==> src/rtl/sensor_input_conditioner_pkg.sv <==
// Shared constants for the sensor input conditioner: channel indices and settle FSM encodings.
package sensor_input_conditioner_pkg;

  localparam int unsigned NUM_CH    = 7;
  localparam int unsigned CH_HIGH   = 0;
  localparam int unsigned CH_MIDDLE = 1;
  localparam int unsigned CH_LOW    = 2;
  localparam int unsigned CH_SOIL   = 3;
  localparam int unsigned CH_AIR    = 4;
  localparam int unsigned CH_TEMP   = 5;
  localparam int unsigned CH_SEL    = 6;

  localparam logic [0:0] ST_SETTLE = 1'b0;
  localparam logic [0:0] ST_RUN    = 1'b1;

  typedef logic [NUM_CH-1:0] ch_vec_t;

endpackage

==> src/rtl/sensor_input_conditioner_if.sv <==
// Pin-side bundle: raw board inputs in, debounced sensor levels and status out.
interface sensor_input_conditioner_if;

  logic high_raw;
  logic middle_raw;
  logic low_raw;
  logic soil_raw;
  logic air_raw;
  logic temp_raw;
  logic seletor_raw;

  logic high;
  logic middle;
  logic low;
  logic umidadeDoSolo;
  logic umidadeDoAr;
  logic temperatura;
  logic seletor;
  logic changed;
  logic settled;

  modport master (
    output high_raw, middle_raw, low_raw, soil_raw, air_raw, temp_raw, seletor_raw,
    input  high, middle, low, umidadeDoSolo, umidadeDoAr, temperatura, seletor,
    input  changed, settled
  );

  modport slave (
    input  high_raw, middle_raw, low_raw, soil_raw, air_raw, temp_raw, seletor_raw,
    output high, middle, low, umidadeDoSolo, umidadeDoAr, temperatura, seletor,
    output changed, settled
  );

endinterface

==> src/rtl/sensor_input_conditioner_debounce_cell.sv <==
// One channel: 2-flop synchroniser, hold counter and stable output register.
// toggle is high in the cycle the stable output takes a new value.
module debounce_cell #(
  parameter  int unsigned DEBOUNCE_CYCLES = 500000,
  localparam int unsigned CNT_W           = $clog2(DEBOUNCE_CYCLES + 3)
) (
  input  logic clk,
  input  logic reset,
  input  logic din_raw,
  output logic dout,
  output logic toggle
);

  localparam logic [CNT_W-1:0] CNT_TERM = CNT_W'(DEBOUNCE_CYCLES - 1);

  logic             sync1;
  logic             sync2;
  logic [CNT_W-1:0] cnt;

  // A disagreeing sample must persist for DEBOUNCE_CYCLES cycles; agreement restarts the count.
  always_ff @(posedge clk) begin
    if (reset) begin
      sync1  <= 1'b0;
      sync2  <= 1'b0;
      dout   <= 1'b0;
      toggle <= 1'b0;
      cnt    <= '0;
    end else begin
      sync1  <= din_raw;
      sync2  <= sync1;
      toggle <= 1'b0;
      if (sync2 == dout) begin
        cnt <= '0;
      end else if (cnt == CNT_TERM) begin
        dout   <= sync2;
        toggle <= 1'b1;
        cnt    <= '0;
      end else begin
        cnt <= cnt + CNT_W'(1);
      end
    end
  end

endmodule

==> src/rtl/sensor_input_conditioner.sv <==
// Sensor front end: seven debounced channels, a post-reset settle window and a change strobe.
module sensor_input_conditioner
  import sensor_input_conditioner_pkg::*;
#(
  parameter  int unsigned DEBOUNCE_CYCLES = 500000,
  localparam int unsigned CNT_W           = $clog2(DEBOUNCE_CYCLES + 3)
) (
  input  logic                        clk,
  input  logic                        reset,
  sensor_input_conditioner_if.slave   bus
);

  localparam logic [CNT_W-1:0] SETTLE_TERM = CNT_W'(DEBOUNCE_CYCLES + 1);

  ch_vec_t          raw;
  ch_vec_t          q;
  ch_vec_t          tgl;
  logic [0:0]       state;
  logic [0:0]       state_nxt;
  logic [CNT_W-1:0] settle_cnt;
  logic [CNT_W-1:0] settle_cnt_nxt;

  assign raw[CH_HIGH]   = bus.high_raw;
  assign raw[CH_MIDDLE] = bus.middle_raw;
  assign raw[CH_LOW]    = bus.low_raw;
  assign raw[CH_SOIL]   = bus.soil_raw;
  assign raw[CH_AIR]    = bus.air_raw;
  assign raw[CH_TEMP]   = bus.temp_raw;
  assign raw[CH_SEL]    = bus.seletor_raw;

  for (genvar i = 0; i < NUM_CH; i++) begin : g_cell
    debounce_cell #(
      .DEBOUNCE_CYCLES(DEBOUNCE_CYCLES)
    ) u_cell (
      .clk    (clk),
      .reset  (reset),
      .din_raw(raw[i]),
      .dout   (q[i]),
      .toggle (tgl[i])
    );
  end

  assign bus.high          = q[CH_HIGH];
  assign bus.middle        = q[CH_MIDDLE];
  assign bus.low           = q[CH_LOW];
  assign bus.umidadeDoSolo = q[CH_SOIL];
  assign bus.umidadeDoAr   = q[CH_AIR];
  assign bus.temperatura   = q[CH_TEMP];
  assign bus.seletor       = q[CH_SEL];

  // Settle window state register
  always_ff @(posedge clk) begin
    if (reset) begin
      state      <= ST_SETTLE;
      settle_cnt <= '0;
    end else begin
      state      <= state_nxt;
      settle_cnt <= settle_cnt_nxt;
    end
  end

  // Settle window lasts DEBOUNCE_CYCLES+2 edges so the synchronisers and first debounce can flush
  always_comb begin
    state_nxt      = state;
    settle_cnt_nxt = settle_cnt;
    case (state)
      ST_SETTLE: begin
        if (settle_cnt == SETTLE_TERM) begin
          state_nxt      = ST_RUN;
          settle_cnt_nxt = '0;
        end else begin
          settle_cnt_nxt = settle_cnt + CNT_W'(1);
        end
      end
      ST_RUN: begin
        settle_cnt_nxt = '0;
      end
    endcase
  end

  // Both terms are flop outputs, so the strobe lines up with the output update cycle
  assign bus.settled = (state == ST_RUN);
  assign bus.changed = bus.settled & (|tgl);

endmodule

==> src/flat_wrapper.sv <==
// flat-port wrapper written by rule: the top's interface ports become plain ports
module sensor_input_conditioner_flat import sensor_input_conditioner_pkg::*;
#(
  parameter  int unsigned DEBOUNCE_CYCLES = 500000,
  localparam int unsigned CNT_W           = $clog2(DEBOUNCE_CYCLES + 3)
)
  (clk, reset, bus_high_raw, bus_middle_raw, bus_low_raw, bus_soil_raw, bus_air_raw, bus_temp_raw, bus_seletor_raw, bus_high, bus_middle, bus_low, bus_umidadeDoSolo, bus_umidadeDoAr, bus_temperatura, bus_seletor, bus_changed, bus_settled);
  sensor_input_conditioner_if bus_i ();
  input  logic clk;
  input  logic reset;
  input wire logic [$bits(bus_i.high_raw)-1:0] bus_high_raw;
  input wire logic [$bits(bus_i.middle_raw)-1:0] bus_middle_raw;
  input wire logic [$bits(bus_i.low_raw)-1:0] bus_low_raw;
  input wire logic [$bits(bus_i.soil_raw)-1:0] bus_soil_raw;
  input wire logic [$bits(bus_i.air_raw)-1:0] bus_air_raw;
  input wire logic [$bits(bus_i.temp_raw)-1:0] bus_temp_raw;
  input wire logic [$bits(bus_i.seletor_raw)-1:0] bus_seletor_raw;
  output wire logic [$bits(bus_i.high)-1:0] bus_high;
  output wire logic [$bits(bus_i.middle)-1:0] bus_middle;
  output wire logic [$bits(bus_i.low)-1:0] bus_low;
  output wire logic [$bits(bus_i.umidadeDoSolo)-1:0] bus_umidadeDoSolo;
  output wire logic [$bits(bus_i.umidadeDoAr)-1:0] bus_umidadeDoAr;
  output wire logic [$bits(bus_i.temperatura)-1:0] bus_temperatura;
  output wire logic [$bits(bus_i.seletor)-1:0] bus_seletor;
  output wire logic [$bits(bus_i.changed)-1:0] bus_changed;
  output wire logic [$bits(bus_i.settled)-1:0] bus_settled;
  assign bus_i.high_raw = bus_high_raw;
  assign bus_i.middle_raw = bus_middle_raw;
  assign bus_i.low_raw = bus_low_raw;
  assign bus_i.soil_raw = bus_soil_raw;
  assign bus_i.air_raw = bus_air_raw;
  assign bus_i.temp_raw = bus_temp_raw;
  assign bus_i.seletor_raw = bus_seletor_raw;
  assign bus_high = bus_i.high;
  assign bus_middle = bus_i.middle;
  assign bus_low = bus_i.low;
  assign bus_umidadeDoSolo = bus_i.umidadeDoSolo;
  assign bus_umidadeDoAr = bus_i.umidadeDoAr;
  assign bus_temperatura = bus_i.temperatura;
  assign bus_seletor = bus_i.seletor;
  assign bus_changed = bus_i.changed;
  assign bus_settled = bus_i.settled;
  sensor_input_conditioner #(.DEBOUNCE_CYCLES(DEBOUNCE_CYCLES)) u_core (.clk(clk), .reset(reset), .bus(bus_i));
endmodule
==> config.mk <==
export PLATFORM = sky130hd
export DESIGN_NAME = sensor_input_conditioner_flat
export DESIGN_NICKNAME = d
export VERILOG_FILES = /design/src/rtl/sensor_input_conditioner_pkg.sv /design/src/rtl/sensor_input_conditioner_if.sv /design/src/rtl/sensor_input_conditioner_debounce_cell.sv /design/src/rtl/sensor_input_conditioner.sv /design/src/flat_wrapper.sv
export SDC_FILE = /design/constraint.sdc
export NUM_CORES = 1
export LEC_CHECK = 0
export ABC_AREA = 0
export CAP_MARGIN = 10
export CORE_ASPECT_RATIO = 0.7
export CORE_MARGIN = 5
export CORE_UTILIZATION = 55
export CTS_CLUSTER_SIZE = 24
export DETAILED_ROUTE_END_ITERATION = 16
export PLACE_DENSITY = 0.73
export SYNTH_ARGS = -nofsm -noshare
export SYNTH_HDL_FRONTEND = slang
export SYNTH_HIERARCHICAL = 1
export SYNTH_SLANG_ARGS = --single-unit
==> constraint.sdc <==
create_clock -name clk -period 3.6 [get_ports clk]
set_clock_uncertainty 0.1 [all_clocks]
set_input_delay 0.36 -clock clk [delete_from_list [all_inputs] [get_ports clk]]
set_output_delay 0.36 -clock clk [all_outputs]
set_load 0.05 [all_outputs]
# == Word-level counts from Yosys, hierarchy flattened ==
# Cells that the tools add are included.
# word_totals
register_bits,181
latch_bits,0
ramBits,0
rom_bits,0
inputBits,9
out_inout_bits,9
memories,0
# op_classes
addsub,8
mul,0
div_mod_pow,0
order_cmp,0
n_eq_ne,15
n_shift,0
n_mux,11
n_bitwise,9
reduce_logical,22
# ops
operator,n
$add A19 B1 Y19 const B,8
$eq A19 B19 Y1 const B,8
$pmux W19 S2,1
$reduce_or A3 Y1,7
$mux W19,1
$reduce_and A2 Y1,7
$reduce_or A2 Y1,7
$mux W1,9
$not A1 Y1,8
$eq A1 B1 Y1,7
$reduce_or A7 Y1,1
$and A1 B1 Y1,1

# == Depth between registers and ports, before layout ==
# Gate-level depths: netlist of the first run.
# logic_depth
ltp_word,3
ltp_mapped,8
ltp_nobuf,6

# == Cells and area by module ==
# The synthesis of the first run kept the hierarchy.
# by_module_without_submodules
module,n_inst,cells_per_inst,area_per_inst_um2
debounce_cell,7,116,1041.0
sensor_input_conditioner,1,107,934.6

# == Least setup slack after synthesis of the first run ==
# No wires, ideal clock.
# synth_path
path_type,register to output
startpoint,register u_core.state (netlist: u_core/bus.settled)
endpoint,output port bus_changed
t_arrival_ps,1519
path_slack_ps,1621
path_stages_with_launch,3
path_buffers,0
path_cell_list,dfxtp_1 inv_1 a21oi_1
# synth_via
elab_chain_cells,1
# synth_rtl
element,line_no,rtl
"start, declared",sensor_input_conditioner.sv:18,logic [0:0] state;
"start signal, assigned",sensor_input_conditioner.sv:57,state <= state_nxt;
$and A1 B1 Y1,sensor_input_conditioner.sv:83,assign bus.changed = bus.settled & (|tgl);
"end, declared",flat_wrapper.sv:25,output wire logic [$bits(bus_i.changed)-1:0] bus_changed;
# Every way passes these cells.

# == Worst setup path after layout of the first run ==
# layout_path
startpoint,register u_core.g_cell[2].u_cell.toggle
endpoint,output port bus_changed
# layout_via
elab_chain_cells,2
# layout_rtl
element,line_no,rtl
"start, declared",sensor_input_conditioner_debounce_cell.sv:11,output logic toggle
"start signal, assigned",sensor_input_conditioner_debounce_cell.sv:26,toggle <= 1'b0;
"start signal, assigned",sensor_input_conditioner_debounce_cell.sv:31,toggle <= 1'b0;
"start signal, assigned",sensor_input_conditioner_debounce_cell.sv:36,toggle <= 1'b1;
$reduce_or A7 Y1,sensor_input_conditioner.sv:83,
$and A1 B1 Y1,sensor_input_conditioner.sv:83,
# Every way passes these cells.

==> metrics.txt, run 1 <==
sw frac 0.211; Rel. slew slack 0.525; number of flops mapped to enable cells by yosys 0; H-tree depth 4; Num CTS Buffers 17; Gate Count Post-Synth 919; via count 6302; clk buf depth 2; Crit path required time 3.14 ns; # hold bufs at CTS 0; max-slew violation count 0; Synth area leaders dfxtp_1 44%, nor2_1 6.3%, xnor2_1 6.1%; largest area contributor in the netlist dfxtp_1; final setup fails 0; top cells by count, synth 181 x dfxtp_1, 139 x nor2_1, 57 x nand2_1, 57 x xnor2_1, 52 x xor2_1; #FFs+latches synth 181; die width 156 um; Combinational Power Share 0.014; IO buf count 17; crit start category register; initial antenna violation count 0; RSZ-0062 raised after global routing false; DRT Wirelength 15400 um; drt first-iter violations 421; final hold viol count 0; Unique masters post-synth 39; global route overflow 0; Post-Syn Area per Cell 8.95 um2; number of global-route vias before repair 5645; Peak VDD IR 0.276 mV; Finished Cell Area 9080 um2; crit path max fanout 1; min Tclk post-route 2.40 ns; DP Area 8490 um2; final setup TNS 0 ns; WS Path Type register to primary output; hpwl dp 10700 um; fraction of registers with async set or reset after synthesis 0; detailed-router iteration count before antenna repair 4; Synth warnings 6; Sink Count 181; Detail Route Antenna Nets 0; nets 948; P_leak 2.82 nW; GPL Wtd Cong 0.909; core area 14700 um2; worst hold path class register to register; post-synthesis sequential area ratio 0.441; Synth Cell Area 8220 um2; number of cell rows 37; Initial Util 0.560; clock root cell clkbuf_16; fin crit share 0.668; die span in y 112 um; syn_nets 937; DRC viols 0; arrival time at the worst endpoint 1.94 ns; ys flop type dfxtp_1; first-pass GRT wire length 27100 um; CP Capture Type primary output; # resized after CTS 0; maxcap violations 0; Seq pwr share 0.522; Clock Latency Late Sink 0.42 ns; Boundary Pins 18; Die ar. 17500 um2; R2R setup slack 1.48 ns; layout cells sized above 1 0.0891; Switching Power 819 uW; Clock power frac 0.464; Clock Pin Slew Worst Setup and Hold Paths 0.07 ns; count leader, synth dfxtp_1; postcts setup bufs 0; global-route total usage across every layer 0.183; n_diodes 0; Min Hold Slack 0.338 ns; Max Freq 416 MHz; PwrDens 427 nW/um2; largest net degree at the start of global routing 31; post-synth top area share 0.441; drt wl/cell 13.5 um; worst-margin pin slew 0.712 ns; P&R area growth vs syn 10.4%; CTS tree yes; status finished, final reports clean; Via-to-Cell Ratio 5.54; P_int 3.06 mW
==> cell usage in the layout, fill, tap and decap left out, drive strengths merged, types with 9 or more instances in the layout <==
cell type,instances
nand4,55
o21ai,17
and3,9
o31ai,10
nor4,24
dfxtp,181
and4,23
ha,9
a21oi,43
or3,10
nor2b,14
xor2,52
nor2,139
nor3,29
clkdlybuf4s50,17
nand3,55
and2,16
xnor2,57
inv,27
or4,18
nand2,57
clkbuf,20
==> layout make-up <==
| class | count | area, um2 |
|---|---|---|
| Multi-Input combinational cell | 688 | 4350 |
| Timing Repair Buffer | 18 | 178 |
| Clock inverter | 12 | 121 |
| Inverter | 24 | 90.1 |
| Sequential cell | 181 | 3620 |
| Fill cell | 1250 | 5600 |
| Tap cell | 195 | 244 |
| Clock buffer | 20 | 467 |
==> state kept, by name, indices dropped and copies added (netlist names) <==
register,cells
u_core/g_cell.u_cell/toggle,7
u_core/g_cell.u_cell/sync2,7
u_core/settle_cnt,19
u_core/g_cell.u_cell/sync1,7
u_core/g_cell.u_cell/dout,7
u_core/g_cell.u_cell/cnt,133
u_core/bus.settled,1
==> cells by family (layout without fill, tap and decap cells) <==
kind of cell,Yosys count,in the layout,synth area share
compound gates,85,85,0.0638
fa+ha+maj,9,9,0.0137
buf+inv,50,74,0.0297
xor+xnor,109,109,0.116
simple gates,485,485,0.336
flops,181,181,0.441
==> routing by layer <==
metal,vias up,track usage,share of wire
li1,3292,-,-
met4,0,0.0526,0.0097
met5,-,0,0
met1,2867,0.281,0.55
met3,11,0.0455,0.046
met2,132,0.252,0.39
==> worst paths after layout <==
kind,endpoint,cells past startpoint,start
max,bus_changed,3,u_core/g_cell[2].u_cell/toggle
min,u_core/g_cell[4].u_cell/sync2,1,u_core/g_cell[4].u_cell/sync1
max reg2reg,u_core/settle_cnt[6],4,u_core/settle_cnt[3]
min reg2reg,u_core/g_cell[4].u_cell/sync2,1,u_core/g_cell[4].u_cell/sync1
==> critical path, stage by stage (launching register included) <==
cell and delay, ns:
dfxtp_1 0.30, nor4_1 0.39, a21oi_1 0.11, clkdlybuf4s50_1 0.72
==> stage by stage <==
stage          instances  setup WS, ns  utilization  total power [mW]
3_3_place_gp        1106          1.53        0.578              2.12
4_1_cts             1138          1.17        0.619              3.95
2_1_floorplan        919          1.62            -              2.10
6_report            1138          1.20        0.619              3.88
5_1_grt             1138          1.08        0.619              4.04
3_5_place_dp        1106          1.50        0.578              2.12
==> power groups by stage <==
stage / logic, mW / clock network (mW) / registers (mW)
2_1_floorplan: 0.0366 / 0 / 2.07
3_3_place_gp: 0.0544 / 0 / 2.07
3_5_place_dp: 0.0547 / 0 / 2.07
4_1_cts: 0.0551 / 1.87 / 2.02
5_1_grt: 0.0614 / 1.95 / 2.02
6_report: 0.0543 / 1.80 / 2.02
No activity file was read; power rests on OpenSTA's default activity.
==> run 2, diff against run 1 <==
==> constraint.sdc (replaced) <==
create_clock -name clk -period 2.3 [get_ports clk]
set_clock_uncertainty 0.1 [all_clocks]
set_input_delay 0.23 -clock clk [delete_from_list [all_inputs] [get_ports clk]]
set_output_delay 0.23 -clock clk [all_outputs]
set_load 0.05 [all_outputs]
==> run 2 against run 1 <==
  * Design area increased by 1.4%
  * Sequential power is 57% higher
  * Register-to-register slack got worse by 1.1 ns
  * Utilization increased by 0.88 points
  * Flip-flop and latch count unchanged
  * Clock power grew 71%
  * Critical path depth is the same
  * Critical endpoint unchanged
==> metrics.txt, run 2 (synthesis results as in run 1) <==
status finished, final reports clean; first-pass GRT wire length 27600 um (+1.8%); DRT Wirelength 15900 um (+3.2%); Multi-input gate area 4350 um2 (unchanged); reg2reg start u_core/settle_cnt[2]; Initial Util 0.560 (unchanged); Clock Latency Late Sink 0.43 ns (about the same); Largest Register u_core/g_cell.u_cell/cnt; max reg flops 133 (unchanged); final hold viol count 0 (unchanged); fin crit share 0.926; drt first-iter violations 511 (+21%); most frequent cells in the layout 181 x dfxtp_1, 139 x nor2_1, 57 x nand2_1, 57 x xnor2_1, 52 x xor2_1; Clock Pin Slew Worst Setup and Hold Paths 0.06 ns (about the same); CP Capture Type primary output; n_diodes 0 (unchanged); worst hold path depth 2 (+1); Peak VDD IR 0.406 mV (+47%); final setup fails 0 (unchanged); P&R area growth vs syn 12.0%; RSZ-0062 raised after global routing false; max-slew violation count 0 (unchanged); clk buf depth 2 (unchanged); H-tree depth 4 (unchanged); # resized after CTS 0 (unchanged); nets 957 (+0.95%); R2R setup slack 0.40 ns (-1.08 ns); final setup TNS 0 ns (unchanged); number of global-route vias before repair 5811 (+2.9%); crit path max fanout 3 (+2); P_leak 2.89 nW (+2.4%); Via-to-Cell Ratio 5.60 (+1.2%); Slowest Stage Delay on Critical Path 0.82 ns (+0.10 ns); min Tclk post-route 2.13 ns; FF/Latch Area 3620 um2 (unchanged); die width 156 um (unchanged); DRC viols 0 (unchanged); die span in y 112 um (unchanged); slowest CP cell clkdlybuf4s50_1; CTS tree yes; global route overflow 0 (unchanged); # hold bufs at CTS 0 (unchanged); IO buf count 17 (unchanged); crit start category register; arrival time at the worst endpoint 1.80 ns (-0.14 ns); Max Freq 469 MHz; via count 6425 (+2.0%); clock root cell clkbuf_16; met3 usage 0.0505 (+0.00501); most common cell after layout, fill and taps aside dfxtp_1; Final Power 6.35 mW (+64%); global-route total usage across every layer 0.188 (+0.00488); biggest regs u_core/g_cell.u_cell/cnt: 133 flops, u_core/settle_cnt: 19 flops; PwrDens 689 nW/um2 (+61%); Detail Route Antenna Nets 0 (unchanged); hold_sp bus_seletor_raw; Sink Count 181 (unchanged); WS Path Type register to primary output; number of cell rows 37 (unchanged); core area 14700 um2 (unchanged); Die ar. 17500 um2 (unchanged); GPL Wtd Cong 0.877 (-3.6%); met1 usage in global routing 0.279 (-0.00152); layout cells sized above 1 0.0945 (+0.00546); RR Endpoint u_core/settle_cnt[15]; Boundary Pins 18 (unchanged); fill cell count 1211 (-3.1%); drt wl/cell 13.9 um (+2.4%); Critical Path Start u_core/bus.settled; worst-margin pin slew 0.507 ns (-0.205 ns); largest net degree at the start of global routing 31 (unchanged); worst hold endpoint u_core/g_cell[6].u_cell/sync1; CP cell instances inv_1 > a21oi_1 > clkdlybuf4s50_1; Placed Cells 1115 (+0.81%); postcts setup bufs 0 (unchanged); Post-Layout Cell Count 1147 (+0.79%); initial antenna violation count 0 (unchanged); GRT met2 Usage 0.264 (+0.0126); Rel. slew slack 0.661 (+0.136); post-layout util 0.627 (+0.00878); hpwl dp 10900 um (+2.1%); detailed-router iteration count before antenna repair 5 (+1); maxcap violations 0 (unchanged); Crit path required time 1.97 ns (-1.17 ns); GR peak layer met1; Worst R2R Path Depth 4 (unchanged); Num CTS Buffers 17 (unchanged); worst hold path class input port to register
-- run 2: cell types whose count changed in the layout (fill, tap and decap cells not counted) --
cell        change
bufinv_16       +3
inv_6           -2
buf_4           +8
clkbuf_8        +1
clkinvlp_4      -1
clkinv_4        -4
clkinv_2        +1
buf_12          +1
clkbuf_1        +3
inv_8           -1
-- run 2: power breakdown --
group	leakage (nW)	switching [mW]	internal [mW]
Combinational	1.12	0.0515	0.0438
Clock	0.306	1.15	1.93
Sequential	1.46	0.0144	3.15
Total	2.89	1.22	5.13
-- run 2: cell type report --
class	instances	share of cell area
clock inverter	8	0.0158
timing repair buffer	27	0.0280
inverter	24	0.00979
clock buffer	24	0.0534
sequential	181	0.394
tap	195	0.0265
multi-input combinational	688	0.473
-- run 2: worst max-delay path by stage --
stage	to	cells past startpoint
6_report	bus_changed	3
5_1_grt	bus_changed	3
4_1_cts	bus_changed	3
3_5_place_dp	u_core/settle_cnt[11]	5
3_3_place_gp	u_core/settle_cnt[12]	5
2_1_floorplan	bus_changed	2
-- run 2: layer usage --
metal	up-vias	routed length, um	part of all wire
li1	3306	-	-
met1	2955	8440	0.53
met2	144	6500	0.41
met3	20	736	0.046
met4	0	242	0.015
met5	-	0	0
-- run 2: worst max-delay path, delay by kind of cell (launching register included) --
| kind | cells | cell delay [ns] |
|---|---|---|
| compound gates | 1 | 0.11 |
| buf+inv | 2 | 0.90 |
| flops | 1 | 0.37 |
-- run 2: stage by stage --
step	setup WS (ns)	cell area, um2	hold slack (ns)
after floorplan	0.451	8220	0.199
after global placement	0.478	8570	0.317
after detailed placement	0.422	8570	0.326
after CTS	0.135	9210	0.239
after global routing	0.0849	9210	0.244
final	0.169	9210	0.257
==> run 3, diff against run 2 <==
--- a/config.mk
+++ b/config.mk
@@ -9,10 +9,10 @@
 export CAP_MARGIN = 10
 export CORE_ASPECT_RATIO = 0.7
 export CORE_MARGIN = 5
-export CORE_UTILIZATION = 55
+export CORE_UTILIZATION = 30
 export CTS_CLUSTER_SIZE = 24
 export DETAILED_ROUTE_END_ITERATION = 16
-export PLACE_DENSITY = 0.73
+export PLACE_DENSITY = 0.45
 export SYNTH_ARGS = -nofsm -noshare
 export SYNTH_HDL_FRONTEND = slang
 export SYNTH_HIERARCHICAL = 1
==> run 3 against run 2 <==
  * Global-route usage down 7.7 points
  * Design area is 1.5% higher
  * First-iteration DRC count fell by 36%
  * Flip-flop and latch count is the same
  * Utilization decreased by 28 points
  * Via count down 2.2%
  * Worst setup slack lost 0.0022 ns
  * Sequential share of layout area decreased by 0.60 points
  * Sequential power about the same
  * Total power down 5.4%
  * Critical path depth did not move
  * Largest power group unchanged
==> metrics.txt, run 3 (synthesis results as in run 1) <==
min Tclk post-route 2.13 ns (+0.00224 ns); DRT Wirelength 16900 um (+6.4%); hold_sp bus_middle_raw; PwrDens 643 nW/um2 (-6.8%); nets 959 (+0.21%); GPL Wtd Cong 0.777 (-11%); DRC viols 0 (unchanged); final setup TNS 0 ns (unchanged); Via-to-Cell Ratio 4.77 (-15%); detailed-router iteration count before antenna repair 4 (-1); # hold bufs at CTS 0 (unchanged); P&R area growth vs syn 13.7%; CTS tree yes; drt first-iter violations 327 (-36%); WS Path Type register to primary output; final setup fails 0 (unchanged); Worst R2R Path Depth 4 (unchanged); Clock Latency Late Sink 0.43 ns (about the same); Detail Route Antenna Nets 0 (unchanged); clock root cell clkbuf_16; Die ar. 30900 um2 (+76%); R2R setup slack 0.36 ns (-0.04 ns); hpwl dp 11600 um (+6.5%); number of cell rows 50 (+35%); Initial Util 0.306 (-0.255); first-pass GRT wire length 29000 um (+5.3%); Clock Pin Slew Worst Setup and Hold Paths 0.07 ns (about the same); drt wl/cell 12.8 um (-7.4%); Max Freq 469 MHz (-0.11%); via count 6286 (-2.2%); P_leak 2.86 nW (-0.92%); Boundary Pins 18 (unchanged); final hold viol count 0 (unchanged); post-place setup slack 0.399 ns (-0.0227 ns); IO buf count 17 (unchanged); number of global-route vias before repair 5743 (-1.2%); RSZ-0062 raised after global routing false; Post-Layout Cell Count 1318 (+15%); CP Capture Type primary output; Num CTS Buffers 17 (unchanged); Crit path required time 1.97 ns (about the same); worst-margin pin slew 0.530 ns (+0.0230 ns); biggest regs u_core/g_cell.u_cell/cnt: 133 flops, u_core/settle_cnt: 19 flops; Finished Cell Area 9350 um2 (+1.5%); arrival time at the worst endpoint 1.80 ns (about the same); largest net degree at the start of global routing 31 (unchanged); worst hold path depth 2 (unchanged); setup ws final 0.167 ns (-0.00224 ns); postcts setup bufs 0 (unchanged); status finished, final reports clean; Largest Register u_core/g_cell.u_cell/cnt; core area 26900 um2 (+83%); die width 208 um (+33%); worst hold path class input port to register; clk buf depth 2 (unchanged); Rel. slew slack 0.646 (-0.0154); die span in y 149 um (+32%); maxcap violations 0 (unchanged); H-tree depth 4 (unchanged); most frequent cells in the layout 181 x dfxtp_1, 139 x nor2_1, 57 x nand2_1, 57 x xnor2_1, 52 x xor2_1; Sink Count 181 (unchanged); global route overflow 0 (unchanged); initial antenna violation count 0 (unchanged); reg2reg start u_core/settle_cnt[2]; global-route total usage across every layer 0.111 (-0.0771); Peak VDD IR 0.473 mV (+17%); max-slew violation count 0 (unchanged); crit path max fanout 1 (-2); fin crit share 0.927 (+0.000973); # resized after CTS 0 (unchanged); RR Endpoint u_core/settle_cnt[17]; max reg flops 133 (unchanged); worst hold endpoint u_core/g_cell[1].u_cell/sync1; layout cells sized above 1 0.0975 (+0.00295); DP Area 8800 um2 (+2.6%); Placed Cells 1286 (+15%); crit start category register; most common cell after layout, fill and taps aside dfxtp_1; n_diodes 0 (unchanged)
## run 3: power by group
group	internal [mW]	leakage, nW	switching (mW)
Sequential	3.15	1.46	0.0144
Combinational	0.0440	1.13	0.0521
Clock	1.42	0.268	1.32
Total	4.62	2.86	1.39
## run 3: stage by stage
| step | util | hold WS [ns] | power (mW) |
|---|---|---|---|
| 6_report | 0.347 | 0.257 | 6.01 |
| 5_1_grt | 0.347 | 0.237 | 6.28 |
| 4_1_cts | 0.347 | 0.233 | 6.15 |
| 3_5_place_dp | 0.327 | 0.327 | 3.34 |
| 3_3_place_gp | 0.327 | 0.321 | 3.34 |
| 2_1_floorplan | - | 0.199 | 3.29 |
## run 3: worst max-delay path, cell delays in order, from the launching register on
cell             delay [ns]
dfxtp_1                0.30
nor4_1                 0.27
a21oi_1                0.10
clkdlybuf4s50_1        0.71
## run 3: cell type report
cell class | instances | area (um2)
Fill cell | 2793 | 17600
Multi-Input combinational cell | 688 | 4350
Sequential cell | 181 | 3620
Tap cell | 364 | 455
Clock buffer | 19 | 433
Timing Repair Buffer | 29 | 273
Clock inverter | 13 | 119
Inverter | 24 | 90.1
## run 3: how the worst max path moves through the flow
stage / start / slack (ns) / cells past startpoint / end
after floorplan: u_core/bus.settled / 0.45 / 2 / bus_changed
after global placement: u_core/g_cell[6].u_cell/cnt[0] / 0.44 / 5 / u_core/g_cell[6].u_cell/cnt[14]
after detailed placement: u_core/settle_cnt[2] / 0.40 / 4 / u_core/settle_cnt[15]
after CTS: u_core/g_cell[2].u_cell/toggle / 0.11 / 3 / bus_changed
after global routing: u_core/g_cell[2].u_cell/toggle / 0.03 / 3 / bus_changed
final: u_core/g_cell[2].u_cell/toggle / 0.17 / 3 / bus_changed
## run 3: layer usage
metal / vias to the layer above / track usage / share of wire
met5: - / 0 / 0
met4: 0 / 0.0279 / 0.0084
met3: 9 / 0.0255 / 0.026
met2: 59 / 0.155 / 0.40
met1: 2906 / 0.170 / 0.57
li1: 3312 / - / -
